<file path="src/rtl/cb_config_loader_if.sv">
// Word-stream configuration bus between the fabric config controller and a loader.
// The master drives words; the slave (loader) returns cfg_ready.
interface cb_config_loader_if #(
    parameter int DIN_W = 8
) ();
    logic             cfg_valid;
    logic             cfg_ready;
    logic [DIN_W-1:0] cfg_data;
    logic             cfg_last;

    modport master (
        output cfg_valid,
        output cfg_data,
        output cfg_last,
        input  cfg_ready
    );

    modport slave (
        input  cfg_valid,
        input  cfg_data,
        input  cfg_last,
        output cfg_ready
    );
endinterface

</file>
<file path="src/rtl/cb_config_loader.sv">
// Loads a connection_block configuration vector from a narrow word stream into a
// shadow register and publishes it to c atomically once a well-framed load completes.
module cb_config_loader #(
    parameter int CFG_W = 44,
    parameter int DIN_W = 8
) (
    input  logic                clk,
    input  logic                rst_n,
    input  logic                start,
    input  logic                abort,
    cb_config_loader_if.slave   cfg,
    output logic                busy,
    output logic                done,
    output logic                err,
    output logic [CFG_W-1:0]    c
);
    localparam int NWORDS = (CFG_W + DIN_W - 1) / DIN_W;
    localparam int IDX_W  = $clog2(NWORDS + 1);
    localparam int POS_W  = $clog2(CFG_W);
    localparam logic [IDX_W-1:0] LAST_IDX = IDX_W'(NWORDS - 1);
    localparam logic [IDX_W-1:0] IDX_ONE  = IDX_W'(1);

    typedef enum logic [1:0] {
        IDLE   = 2'd0,
        LOAD   = 2'd1,
        COMMIT = 2'd2,
        ERR    = 2'd3
    } state_t;

    state_t             state_q, state_d;
    logic [IDX_W-1:0]   idx_q, idx_d;
    logic [CFG_W-1:0]   shadow_q, shadow_d;
    logic [CFG_W-1:0]   c_q, c_d;
    logic               done_q, done_d;
    logic               cfg_ready_s;

    // Places word w at slot i of the shadow; bits landing at or above CFG_W are dropped.
    function automatic logic [CFG_W-1:0] insert_word(
        input logic [CFG_W-1:0] sh,
        input logic [IDX_W-1:0] i,
        input logic [DIN_W-1:0] w
    );
        logic [CFG_W-1:0] r;
        int               pos;
        r = sh;
        for (int b = 0; b < DIN_W; b++) begin
            pos = int'(i) * DIN_W + b;
            if (pos < CFG_W) begin
                r[pos[POS_W-1:0]] = w[b];
            end else begin
                r = r;
            end
        end
        return r;
    endfunction

    // Next-state, shadow accumulation and commit logic.
    always_comb begin
        state_d     = state_q;
        idx_d       = idx_q;
        shadow_d    = shadow_q;
        c_d         = c_q;
        done_d      = 1'b0;
        cfg_ready_s = 1'b0;
        case (state_q)
            IDLE, ERR: begin
                if (start) begin
                    state_d  = LOAD;
                    idx_d    = {IDX_W{1'b0}};
                    shadow_d = {CFG_W{1'b0}};
                end else begin
                    state_d  = state_q;
                end
            end
            LOAD: begin
                // abort wins over a word offered in the same cycle
                if (abort) begin
                    state_d = IDLE;
                end else begin
                    cfg_ready_s = 1'b1;
                    if (cfg.cfg_valid) begin
                        shadow_d = insert_word(shadow_q, idx_q, cfg.cfg_data);
                        idx_d    = idx_q + IDX_ONE;
                        if (idx_q == LAST_IDX) begin
                            state_d = cfg.cfg_last ? COMMIT : ERR;
                        end else if (cfg.cfg_last) begin
                            state_d = ERR;
                        end else begin
                            state_d = LOAD;
                        end
                    end else begin
                        state_d = LOAD;
                    end
                end
            end
            COMMIT: begin
                c_d     = shadow_q;
                done_d  = 1'b1;
                state_d = IDLE;
            end
            default: begin
                state_d = IDLE;
            end
        endcase
    end

    // State, shadow and active configuration registers.
    always_ff @(posedge clk or negedge rst_n) begin
        if (!rst_n) begin
            state_q  <= IDLE;
            idx_q    <= {IDX_W{1'b0}};
            shadow_q <= {CFG_W{1'b0}};
            c_q      <= {CFG_W{1'b0}};
            done_q   <= 1'b0;
        end else begin
            state_q  <= state_d;
            idx_q    <= idx_d;
            shadow_q <= shadow_d;
            c_q      <= c_d;
            done_q   <= done_d;
        end
    end

    assign cfg.cfg_ready = cfg_ready_s;
    assign busy          = (state_q == LOAD) || (state_q == COMMIT);
    assign err           = (state_q == ERR);
    assign done          = done_q;
    assign c             = c_q;
endmodule

</file>
<file path="src/flat_wrapper.sv">
// flat-port wrapper written by rule: the top's interface ports become plain ports
module cb_config_loader_flat 
#(
    parameter int CFG_W = 44,
    parameter int DIN_W = 8
)
  (clk, rst_n, start, abort, busy, done, err, c, cfg_cfg_valid, cfg_cfg_data, cfg_cfg_last, cfg_cfg_ready);
  cb_config_loader_if #(.DIN_W(DIN_W)) cfg_i ();
  input  logic clk;
  input  logic rst_n;
  input  logic start;
  input  logic abort;
  output logic busy;
  output logic done;
  output logic err;
  output logic [CFG_W-1:0] c;
  input wire logic [$bits(cfg_i.cfg_valid)-1:0] cfg_cfg_valid;
  input wire logic [$bits(cfg_i.cfg_data)-1:0] cfg_cfg_data;
  input wire logic [$bits(cfg_i.cfg_last)-1:0] cfg_cfg_last;
  output wire logic [$bits(cfg_i.cfg_ready)-1:0] cfg_cfg_ready;
  assign cfg_i.cfg_valid = cfg_cfg_valid;
  assign cfg_i.cfg_data = cfg_cfg_data;
  assign cfg_i.cfg_last = cfg_cfg_last;
  assign cfg_cfg_ready = cfg_i.cfg_ready;
  cb_config_loader #(.CFG_W(CFG_W), .DIN_W(DIN_W)) u_core (.clk(clk), .rst_n(rst_n), .start(start), .abort(abort), .cfg(cfg_i), .busy(busy), .done(done), .err(err), .c(c));
endmodule
</file>
<file path="config.mk">
export PLATFORM = sky130hd
export DESIGN_NAME = cb_config_loader_flat
export DESIGN_NICKNAME = d
export VERILOG_FILES = /design/src/rtl/cb_config_loader_if.sv /design/src/rtl/cb_config_loader.sv /design/src/flat_wrapper.sv
export SDC_FILE = /design/constraint.sdc
export NUM_CORES = 1
export LEC_CHECK = 0
export BUFFER_PORTS_ARGS = -buffer_cell sky130_fd_sc_hd__buf_2
export CORE_MARGIN = 1
export CORE_UTILIZATION = 25
export CTS_CLUSTER_DIAMETER = 60
export CTS_CLUSTER_SIZE = 20
export DETAILED_ROUTE_END_ITERATION = 12
export PLACE_DENSITY_LB_ADDON = 0.2
export SLEW_MARGIN = 20
export SYNTH_ARGS = -nofsm -noshare
export SYNTH_HDL_FRONTEND = slang
export SYNTH_SLANG_ARGS = --single-unit
export TNS_END_PERCENT = 100
</file>
<file path="constraint.sdc">
create_clock -name clk -period 3.59 [get_ports clk]
set_clock_uncertainty 0.2 [all_clocks]
set_input_delay 0.359 -clock clk [delete_from_list [all_inputs] [get_ports clk]]
set_output_delay 0.359 -clock clk [all_outputs]
set_load 0.03 [all_outputs]
</file>
# After elaboration in Yosys (flattened, before gate mapping)
# Cells that the tools add are included.
# word_totals
register_bits	94
in_bits	14
out_inout_bits	48
# classes
n_addsub	8
magnitude_cmp	24
eq_ne	7
muxes	71
reduce_logical	13
# op_table
operator	count
$mux 44	32
$bwmux 44	8
$lt 32x7->1 const B	7
$pmux 44 s2	1
$lt 6x7->1 const B	8
$ge 6x1->1 const B	8
$demux 1 s6	7
$add 6x3->7 const B	4
$add 6x2->7 const B	2
$mux 1	12
$mux 2	5
$mux 3	3
$logic_and 1x1->1	8
$add 6x1->7 const B	1
$lt 6x6->1 const B	1
$ne 2x2->1 const B	3
$pmux 2 s3	1
$pmux 3 s2	1
$eq 2x2->1 const B	2
$reduce_and 4->1	1
$add 3x1->3 const B	1
$demux 1 s3	1
$eq 3x3->1 const B	1
$eq 2x1->1 const B	1
4 further kinds	4

# Logic depth before layout (Yosys ltp)
# Gate-level depths: netlist of run 1.
# logic_depth
depth_word	44
depth_mapped	7

# Least setup slack after synthesis of run 1
# Ideal clock, no wire load.
# synth_timing
path_kind	register -> register
start	register u_core.state_q[0]
end	register u_core.shadow_q[32]
t_arrival_ps	1940
t_required_ps	3310
path_slack_ps	1370
path_stages_with_launch	7
n_path_buf	1
path_cell_list	dfrtp_1 > inv_1 > ha_1 > buf_6 > mux2i_4 > a2111oi_4 > mux2i_1
# synth_via
elab_chain_len	4
word_cells_on_any_way	10
cone_classes	5 x eq/ne; 1 x mux; 4 x reduce/logical
# synth_lines
element	line_no	source
start: declaration	cb_config_loader.sv:30	state_t state_q, state_d;
start signal: assignment	cb_config_loader.sv:116	state_q <= state_d;
$eq 2x2->1 / $logic_not 2->1 (equally long branches)	cb_config_loader.sv:65	case (state_q)
$reduce_or 2->1	cb_config_loader.sv:65	
$ne 2x2->1 (no line) / $reduce_bool 2->1 (equally long branches)	-	
$reduce_and 4->1 (no line)	-	
end signal: assignment	cb_config_loader.sv:112	shadow_q <= {CFG_W{1'b0}};
end signal: assignment	cb_config_loader.sv:118	shadow_q <= shadow_d;
end: declaration	cb_config_loader.sv:32	logic [CFG_W-1:0] shadow_q, shadow_d;
# Parallel ways exist; a longest one is shown, timed or not.
# A chain may end at the register's enable or synchronous reset.

# Worst setup path in the final report of run 1
# layout_timing
start	register u_core.state_q[1]
end	output cfg_cfg_ready
# layout_via
elab_chain_len	2
# layout_lines
element	line_no	source
$eq 2x1->1	cb_config_loader.sv:65	
$mux 1	cb_config_loader.sv:65	
end: declaration	flat_wrapper.sv:20	output wire logic [$bits(cfg_i.cfg_ready)-1:0] cfg_cfg_ready;
# No other way between the ends.

==> impl_metrics.toml, run 1 <==
[status]
run_status = "finished clean"

[clocking]
cts.sink_count = 94
cts.clk_slew.worst_paths_ps = 60
cts-buffers-inserted = 9
cts.root.buffer_cell = "clkbuf_16"
tritoncts_clock_tree = "built"
clk_path_buf_depth = 2
worstSkewPairLatency_ps = 340
cts_max_level = 3

[sta]
period_needed_ps = 2760
timing.hold.ws_ps = 79.6
grt_setup_unrepaired = "no"
max_slew.worst_pin.slew_ps = 804
layout_worst_path_cycle_share = 0.770
final_max_slew_viol_count = 0
fin_tns_setup_ps = 0
fin_ws_ps = 826
hold_viol_final = 0
max-slew-margin-rel = 0.464
max_freq_mhz = 362
final-setup-viol-count = 0

[drt]
num_vias = 2381
wl_per_cell_um = 15.8
drt_wl_total_mm = 9.04
ant_nets = 0
route.detailed.drc = 0
dr.pass1.iters = 4
detailedRoute.firstIterationViolations = 108
route.detailed.vias_per_inst = 4.17

[logic_synthesis]
synth-seq-area-share = 0.591
yosysUniqueCellTypes = 23
register_bit_total_from_synthesis = 94
synth.cell_area_um2 = 3980
syn_nets = 311
netlist_instances = 291
synthesis.area_per_instance_um2 = 13.7
yosys_warning_count = 0

[floorplan]
design.portCount = 62
die_w_um = 128
core_area_um2 = 15400
floorplan.initialDensity = 0.259
die_height_um = 128
die-area_um2 = 16400
placementRows = 45

[setup_path]
setup.worst_path.start_class = "register"
reg2reg_depth = 5
criticalPathCategory = "reg -> out"
end_kind = "output port"
reg2reg_from = "u_core.state_q[1]"
critical_path.reg2reg.endpoint = "u_core.shadow_q[33]"
worst-path-max-fanout = 10
rrSetupSlack_ps = 870
arrival_ps = 2210
required_ps = 3030

[cells_and_area]
final_cell_mix = "94 x dfrtp_1, 60 x buf_2, 55 x nand2_1"
antenna_cells = 0
finalNetCount = 376
fraction_of_final_layout_cells_sized_beyond_drive_strength_1 = 0.372
layout.cells.most_common = "dfrtp_1"
fillerInstances = 1550
area_growth_syn_to_layout_pct = 23.2

[worst_hold_path]
hold_path_class = "in -> reg"
timing.hold.worst_endpoint = "u_core.state_q[1]"
worst_hold_path.num_cells = 2
holdCritStartpoint = "start"

[place]
dpl.hpwl_mm = 5.98
port_buffers = 61
place_ws_ps = 868
gp_congestion = 0.717

[power_and_ir_drop]
cellPowerDensity_nw_per_um2 = 855
max-vdd-ir-drop_mv = 0.320
total_leakage_power_nw = 2.32

[job]
cap_viol_max_count = 0

[global_routing]
globalRouteOverflowTotal = 0
grt.total_usage = 0.121
global_route_wire_length_before_repair_mm = 14.6
grt_antenna_before_repair = 0
grt_max_degree = 62
via_count_of_the_first_global_routing_pass = 2581
-- synth_stat cells --
| library cell | n | area share |
|---|---|---|
| o32ai_1 | 1 | 0.0022 |
| nand2_1 | 55 | 0.052 |
| buf_1 | 3 | 0.0028 |
| o22ai_1 | 1 | 0.0016 |
| nand3_1 | 1 | 0.0013 |
| ha_1 | 6 | 0.019 |
| mux2i_1 | 46 | 0.12 |
| nand4_1 | 1 | 0.0016 |
| a21oi_1 | 4 | 0.0050 |
| nand2b_1 | 5 | 0.0079 |
| mux2i_4 | 1 | 0.0057 |
| clkbuf_1 | 7 | 0.0066 |
| dfrtp_1 | 94 | 0.59 |
| buf_4 | 2 | 0.0038 |
| a211oi_1 | 1 | 0.0019 |
| inv_1 | 7 | 0.0066 |
| nor2b_1 | 1 | 0.0016 |
| nor2_1 | 2 | 0.0019 |
| mux2_2 | 44 | 0.12 |
| a2111oi_4 | 6 | 0.041 |
| nand3b_1 | 1 | 0.0019 |
| buf_6 | 1 | 0.0028 |
| or2_4 | 1 | 0.0022 |
-- cell type report --
type                            instances  area (um2)  area share
Tap cell                              211         264      0.0538
Clock inverter                          3        90.1      0.0184
Sequential cell                        94        2350       0.479
Multi-Input combinational cell        177        1550       0.316
Timing Repair Buffer                   67         355      0.0724
Clock buffer                           12         267      0.0543
Inverter                                7        26.3     0.00535
-- critical path, cell delays in order (launching register included) --
cell	delay, ps
dfrtp_1	430
inv_1	80
ha_1	600
buf_4	260
nor2b_1	250
buf_2	250
-- repair_timing --
action | in CTS | in global routing
resized for setup | 0 | 0
hold buffers | 1 | 0
buffers inserted | 0 | 0
hold endpoints to repair | 59 | 0
-- cell families after synthesis --
kind of cell / Yosys count / synth area share
DFF: 94 / 0.591
AOI/OAI and AO/OA: 13 / 0.0522
adders and majority gates: 6 / 0.0188
buffers and inverters: 20 / 0.0226
and+or+nand+nor: 67 / 0.0701
muxes: 91 / 0.246
-- layer usage --
layer / routed length, um / GRT usage
met4: 179 / 0.0581
met5: 0 / 0
met1: 4400 / 0.160
met3: 446 / 0.0351
met2: 4020 / 0.180
-- sequential cells by signal, summed over array words and instances (netlist names) --
signal	count
u_core.done	1
u_core.state_q	2
u_core.idx_q	3
u_core.c	44
u_core.shadow_q	44
-- report_power, final --
group	total [mW]	internal, mW	switching (mW)
logic	1.45	0.522	0.925
registers	1.63	1.40	0.222
clock network	1.12	0.734	0.388
total	4.19	2.66	1.54
-- how the worst max path moves through the flow --
stage / startpoint / to / slack, ps
after global routing: u_core.state_q[1] / cfg_cfg_ready / 670
after global placement: u_core.state_q[1] / u_core.shadow_q[33] / 980
final: u_core.state_q[1] / cfg_cfg_ready / 830
after floorplan: u_core.state_q[0] / u_core.shadow_q[32] / 1370
after detailed placement: u_core.state_q[1] / u_core.shadow_q[33] / 870
after CTS: u_core.state_q[1] / cfg_cfg_ready / 810
-- per-stage QoR --
stage	util	total power [mW]	area, um2	cells
after detailed placement	0.295	3.10	4530	555
after global routing	0.319	4.45	4910	571
after CTS	0.319	4.26	4900	571
after global placement	0.295	3.08	4530	555
after floorplan	-	2.65	3980	291
final	0.319	4.19	4910	571
(Power assumes the default switching activity.)
==> run 2: changes to the inputs <==
ABC_AREA = 1   (was not set)
clock period = 2.5 ns   (was 3.59 ns; I/O delays follow)
==> run 2 against run 1 <==
  * Sequential power increased by 50%
  * Highest routed layer unchanged
  * Sequential share of layout area increased by 1.0 points
  * Synthesized cell count increased by 59%
  * Global-route usage increased by 0.48 points
  * Largest power group unchanged
  * Cell area decreased by 2.0%
  * Non-clock buffer count increased by 2
  * Clock-buffer cell count unchanged
  * Critical endpoint is now u_core.shadow_q[29]
==> impl_metrics.toml, run 2 <==
[status]
run_status = "finished clean"

[logic_synthesis]
synthTopCellsByArea = "dfrtp_1 58%, nand2_1 22%, nand4_1 6.8%, buf_6 2.5%, ha_1 1.9%"
synth.cell_area_um2 = 4040
register_bit_total_from_synthesis = 94
synthesis.area_per_instance_um2 = 8.72
yosys_warning_count = 0
yosysUniqueCellTypes = 21
synth-seq-area-share = 0.583
post-synth-top-count-cell = "nand2_1"
synthTopCellsByCount = "239 x nand2_1, 94 x dfrtp_1, 44 x nand4_1, 15 x nand3_1, 14 x inv_2"
yosys.area.top_type_share = 0.583
yosys_most_used_dff = "dfrtp_1"
synth_async_sr_flop_share = 1.00
netlist_instances = 463
yosys.area.top_type = "dfrtp_1"
synth-edff-count = 0
syn_nets = 483

[clocking]
post_cts_resize_count = 0
cts.root.buffer_cell = "clkbuf_16"
tritoncts_clock_tree = "built"
post_cts_buffers = 0
cts.clk_slew.worst_paths_ps = 70
cts_max_level = 3
cts.sink_count = 94
cts-buffers-inserted = 9
worstSkewPairLatency_ps = 340
clk_path_buf_depth = 2

[setup_path]
criticalPathCategory = "reg -> reg"
end_kind = "register"
required_ps = 2520
worst-path-max-fanout = 29
arrival_ps = 2150
setup.worst_path.start_class = "register"

[global_routing]
global_route_wire_length_before_repair_mm = 16.1
grt_max_degree = 53
globalRouteOverflowTotal = 0
via_count_of_the_first_global_routing_pass = 3191
grt_antenna_before_repair = 0
grt.total_usage = 0.126

[power_and_ir_drop]
total_leakage_power_nw = 2.79
cellPowerDensity_nw_per_um2 = 1280
max-vdd-ir-drop_mv = 0.405

[sta]
final-setup-viol-count = 0
fin_ws_ps = 378
hold_viol_final = 0
period_needed_ps = 2120
layout_worst_path_cycle_share = 0.849
max-slew-margin-rel = 0.513
max_freq_mhz = 471
max_slew.worst_pin.slew_ps = 730
final_max_slew_viol_count = 0
grt_setup_unrepaired = "no"
fin_tns_setup_ps = 0

[place]
place_ws_ps = 382
gp_congestion = 0.757
port_buffers = 61
dpl.hpwl_mm = 6.55
cell_count_after_placement = 724

[floorplan]
placementRows = 46
die_w_um = 129
floorplan.initialDensity = 0.255
die-area_um2 = 16700
core_area_um2 = 15800
die_height_um = 129
design.portCount = 62

[cells_and_area]
final_cell_mix = "239 x nand2_1, 94 x dfrtp_1, 60 x buf_2"
fraction_of_final_layout_cells_sized_beyond_drive_strength_1 = 0.187
area_growth_syn_to_layout_pct = 19.1
layout.cells.most_common = "nand2_1"
post_layout_nonfiller_instances = 740
antenna_cells = 0
finalNetCount = 541
fillerInstances = 1717

[drt]
num_vias = 3139
route.detailed.vias_per_inst = 4.24
wl_per_cell_um = 13.0
drt_wl_total_mm = 9.65
ant_nets = 0
detailedRoute.firstIterationViolations = 200
dr.pass1.iters = 4
route.detailed.drc = 0

[job]
cap_viol_max_count = 0

[worst_hold_path]
hold_path_class = "in -> reg"
[run 2: changes by cell type after synthesis, moves of 8 or more]
cell	change
mux2i_1	-46
nand4_1	+43
nand2_1	+184
nand3_1	+14
inv_2	+14
buf_6	+8
mux2_2	-44
[run 2: worst paths after layout]
check | slack (ps) | end | from | depth (start not counted)
max | 380 | u_core.shadow_q[29] | u_core.state_q[0] | 8
min | 30 | u_core.state_q[1] | cfg_cfg_last | 3
max reg2reg | 380 | u_core.shadow_q[29] | u_core.state_q[0] | 8
min reg2reg | 260 | u_core.c[30] | u_core.c[30] | 2
max in group asynchronous | 1110 | u_core.shadow_q[25] | rst_n | 3
min in group asynchronous | 290 | u_core.c[0] | rst_n | 2
[run 2: area by class of cell]
type	count	area [um2]	area share
repair buffers	69	385	0.0802
well taps	216	270	0.0562
clock inverters	2	35.0	0.00729
inverters	27	104	0.0216
clock buffers	12	236	0.0492
multi-input cells	320	1420	0.296
flip-flops and latches	94	2350	0.489
[run 2: per-stage QoR]
step                hold slack [ps]  cell area [um2]  power [mW]   util
detailed placement              138             4520        4.89  0.285
CTS                            22.5             4810        6.23  0.304
global route                   71.9             4810        6.63  0.304
finish                         32.8             4810        6.15  0.304
global placement                135             4520        4.83  0.285
floorplan                      -246             4040        4.31      -
[run 2: where the power goes]
group | internal (mW) | switching [mW] | total (mW)
sequential | 2.10 | 0.347 | 2.45
combinational | 0.635 | 1.76 | 2.39
clock | 0.764 | 0.539 | 1.30
[run 2: critical path: stages, from the launching register on]
cell and delay (ps):
dfrtp_1 400, inv_1 60, ha_1 330, nand2_1 160, nand2_2 100, inv_4 230
nand3_1 320, nand2_1 150, nand2_1 60
[run 2: metal layers]
metal | GRT usage | vias up | wire length [um]
li1 | - | 1598 | -
met1 | 0.184 | 1458 | 4870
met2 | 0.182 | 70 | 4160
met3 | 0.0252 | 13 | 455
met4 | 0.0478 | 0 | 161
met5 | 0 | - | 0
[run 2: kinds of logic after synthesis]
group,share of synthesized area
AND/OR/NAND/NOR,0.320
buffers and inverters,0.0645
flip-flops,0.583
adder cells (fa/ha/maj),0.0186
XOR/XNOR,0.00217
AO/OA/AOI/OAI,0.0121
[run 2: repair_timing]
action / 4_1_cts / 5_1_grt
endpoints found under the hold margin: 52 / 0
endpoints found under the setup margin: 0 / 0
hold buffers: 2 / 0
==> run 3: changes to the inputs <==
clock period = 2.1 ns   (was 2.5 ns; I/O delays follow)
==> run 3 against run 2 <==
  * Power rose by 22%
  * Worst hold slack better by 28 ps
  * Non-clock buffer count increased by 5
  * Combinational power rose by 24%
  * Fmax is 8.9% higher
==> impl_metrics.toml, run 3 (synthesis results as in run 2) <==
[status]
run_status = "finished clean"

[floorplan]
core_area_um2 = 15800
floorplan.initialDensity = 0.255
placementRows = 46
die_height_um = 129
die-area_um2 = 16700
die_w_um = 129
design.portCount = 62

[sta]
final_max_slew_viol_count = 0
hold_viol_final = 0
fin_tns_setup_ps = 0
period_needed_ps = 1950
max_freq_mhz = 513
grt_setup_unrepaired = "no"
layout_worst_path_cycle_share = 0.928
fin_ws_ps = 151
max_slew.worst_pin.slew_ps = 439
final-setup-viol-count = 0
max-slew-margin-rel = 0.707

[cells_and_area]
layout.cells.most_common = "nand2_1"
finalNetCount = 546
area_growth_syn_to_layout_pct = 21.4
sequential_cell_area_um2 = 2350
final_core_util = 0.310
antenna_cells = 0
final_cell_mix = "238 x nand2_1, 94 x dfrtp_1, 60 x buf_2"
fraction_of_final_layout_cells_sized_beyond_drive_strength_1 = 0.207
footprint_of_the_multi_input_gates_um2 = 1450
fillerInstances = 1710

[drt]
detailedRoute.firstIterationViolations = 142
wl_per_cell_um = 13.3
num_vias = 3177
route.detailed.drc = 0
dr.pass1.iters = 4
drt_wl_total_mm = 9.97
ant_nets = 0
route.detailed.vias_per_inst = 4.25

[worst_hold_path]
hold_path_class = "in -> reg"
holdCritStartpoint = "cfg_cfg_last"
worst_hold_path.num_cells = 4
timing.hold.worst_endpoint = "u_core.state_q[0]"

[setup_path]
rrSetupSlack_ps = 150
reg2reg_from = "u_core.state_q[0]"
cpMaxStageDelayCell = "dfrtp_1"
arrival_ps = 1990
required_ps = 2140
reg2reg_depth = 9
worst-path-max-fanout = 21
critical_path.reg2reg.endpoint = "u_core.shadow_q[41]"
end_kind = "register"
setup.worst_path.start_class = "register"
worstPathCellList = "inv_1 -> ha_1 -> nand2_2 -> nand2_2 -> inv_6 -> buf_4 -> nand3_1 -> nand2_1 -> nand2_1"
criticalPathCategory = "reg -> reg"
cp_slowest_stage_delay_ps = 390

[job]
cap_viol_max_count = 0

[clocking]
clk_path_buf_depth = 2
tritoncts_clock_tree = "built"
worstSkewPairLatency_ps = 350
post_cts_buffers = 0
cts_max_level = 3
cts.clk_slew.worst_paths_ps = 70
cts.root.buffer_cell = "clkbuf_16"
cts.sink_count = 94
cts-buffers-inserted = 9

[power_and_ir_drop]
cellPowerDensity_nw_per_um2 = 1530
total_leakage_power_nw = 2.83
max-vdd-ir-drop_mv = 0.556

[global_routing]
globalRouteOverflowTotal = 0
grt.total_usage = 0.135
via_count_of_the_first_global_routing_pass = 3217
grt_antenna_before_repair = 0
grt_max_degree = 47
global_route_wire_length_before_repair_mm = 16.8

[place]
place_ws_ps = 48.6
dpl.hpwl_mm = 6.91
gp_congestion = 0.756
port_buffers = 61
-- run 3: worst max-delay path by stage --
stage	start	endpoint	slack, ps	cells after the start
3_5_place_dp	u_core.state_q[0]	u_core.shadow_q[33]	50	8
6_report	u_core.state_q[0]	u_core.shadow_q[41]	150	9
2_1_floorplan	u_core.state_q[0]	u_core.shadow_q[40]	400	9
5_1_grt	u_core.state_q[0]	u_core.shadow_q[40]	20	9
4_1_cts	u_core.state_q[0]	u_core.shadow_q[33]	40	8
3_3_place_gp	u_core.state_q[0]	u_core.shadow_q[18]	150	8
-- run 3: cell type report --
class	instances	share of cell area
sequential	94	0.480
multi-input combinational	320	0.296
timing repair buffer	74	0.0894
tap	216	0.0552
clock buffer	12	0.0483
inverter	27	0.0217
clock inverter	4	0.00970
-- run 3: what timing repair did --
| action | CTS | global route |
|---|---|---|
| hold buffers | 3 | 0 |
| gates resized for setup | 0 | 7 |
| endpoints found under the setup margin | 0 | 42 |
| hold endpoints to repair | 69 | 0 |
-- run 3: layer usage --
metal / part of all wire / vias to the layer above / global-route usage / routed length [um]
met5: 0 / - / 0 / 0
met4: 0.023 / 0 / 0.0754 / 233
met3: 0.050 / 12 / 0.0268 / 500
met2: 0.44 / 73 / 0.201 / 4410
met1: 0.48 / 1487 / 0.183 / 4820
li1: - / 1605 / - / -
-- run 3: where the power goes --
part           internal [mW]  total, mW  leakage (nW)  switching (mW)
clock                  0.920       1.60         0.137           0.683
combinational          0.814       2.96          1.41            2.15
sequential              2.50       2.91          1.28           0.406
total                   4.24       7.47          2.83            3.24
-- run 3: stage by stage --
step | hold WS [ps] | cells | power, mW | instance area [um2]
after floorplan | -286 | 463 | 5.13 | 4040
after global placement | -26.7 | 728 | 5.81 | 4560
after detailed placement | -22.6 | 728 | 5.87 | 4560
after CTS | 59.2 | 747 | 7.52 | 4870
after global routing | 124 | 747 | 8.06 | 4900
final | 61.0 | 747 | 7.47 | 4900
-- run 3: critical path, delay by kind of cell (launching register included) --
kind / cells / cell delay (ps)
fa+ha+maj: 1 / 350
flops: 1 / 390
simple gates: 5 / 510
buf+inv: 3 / 380
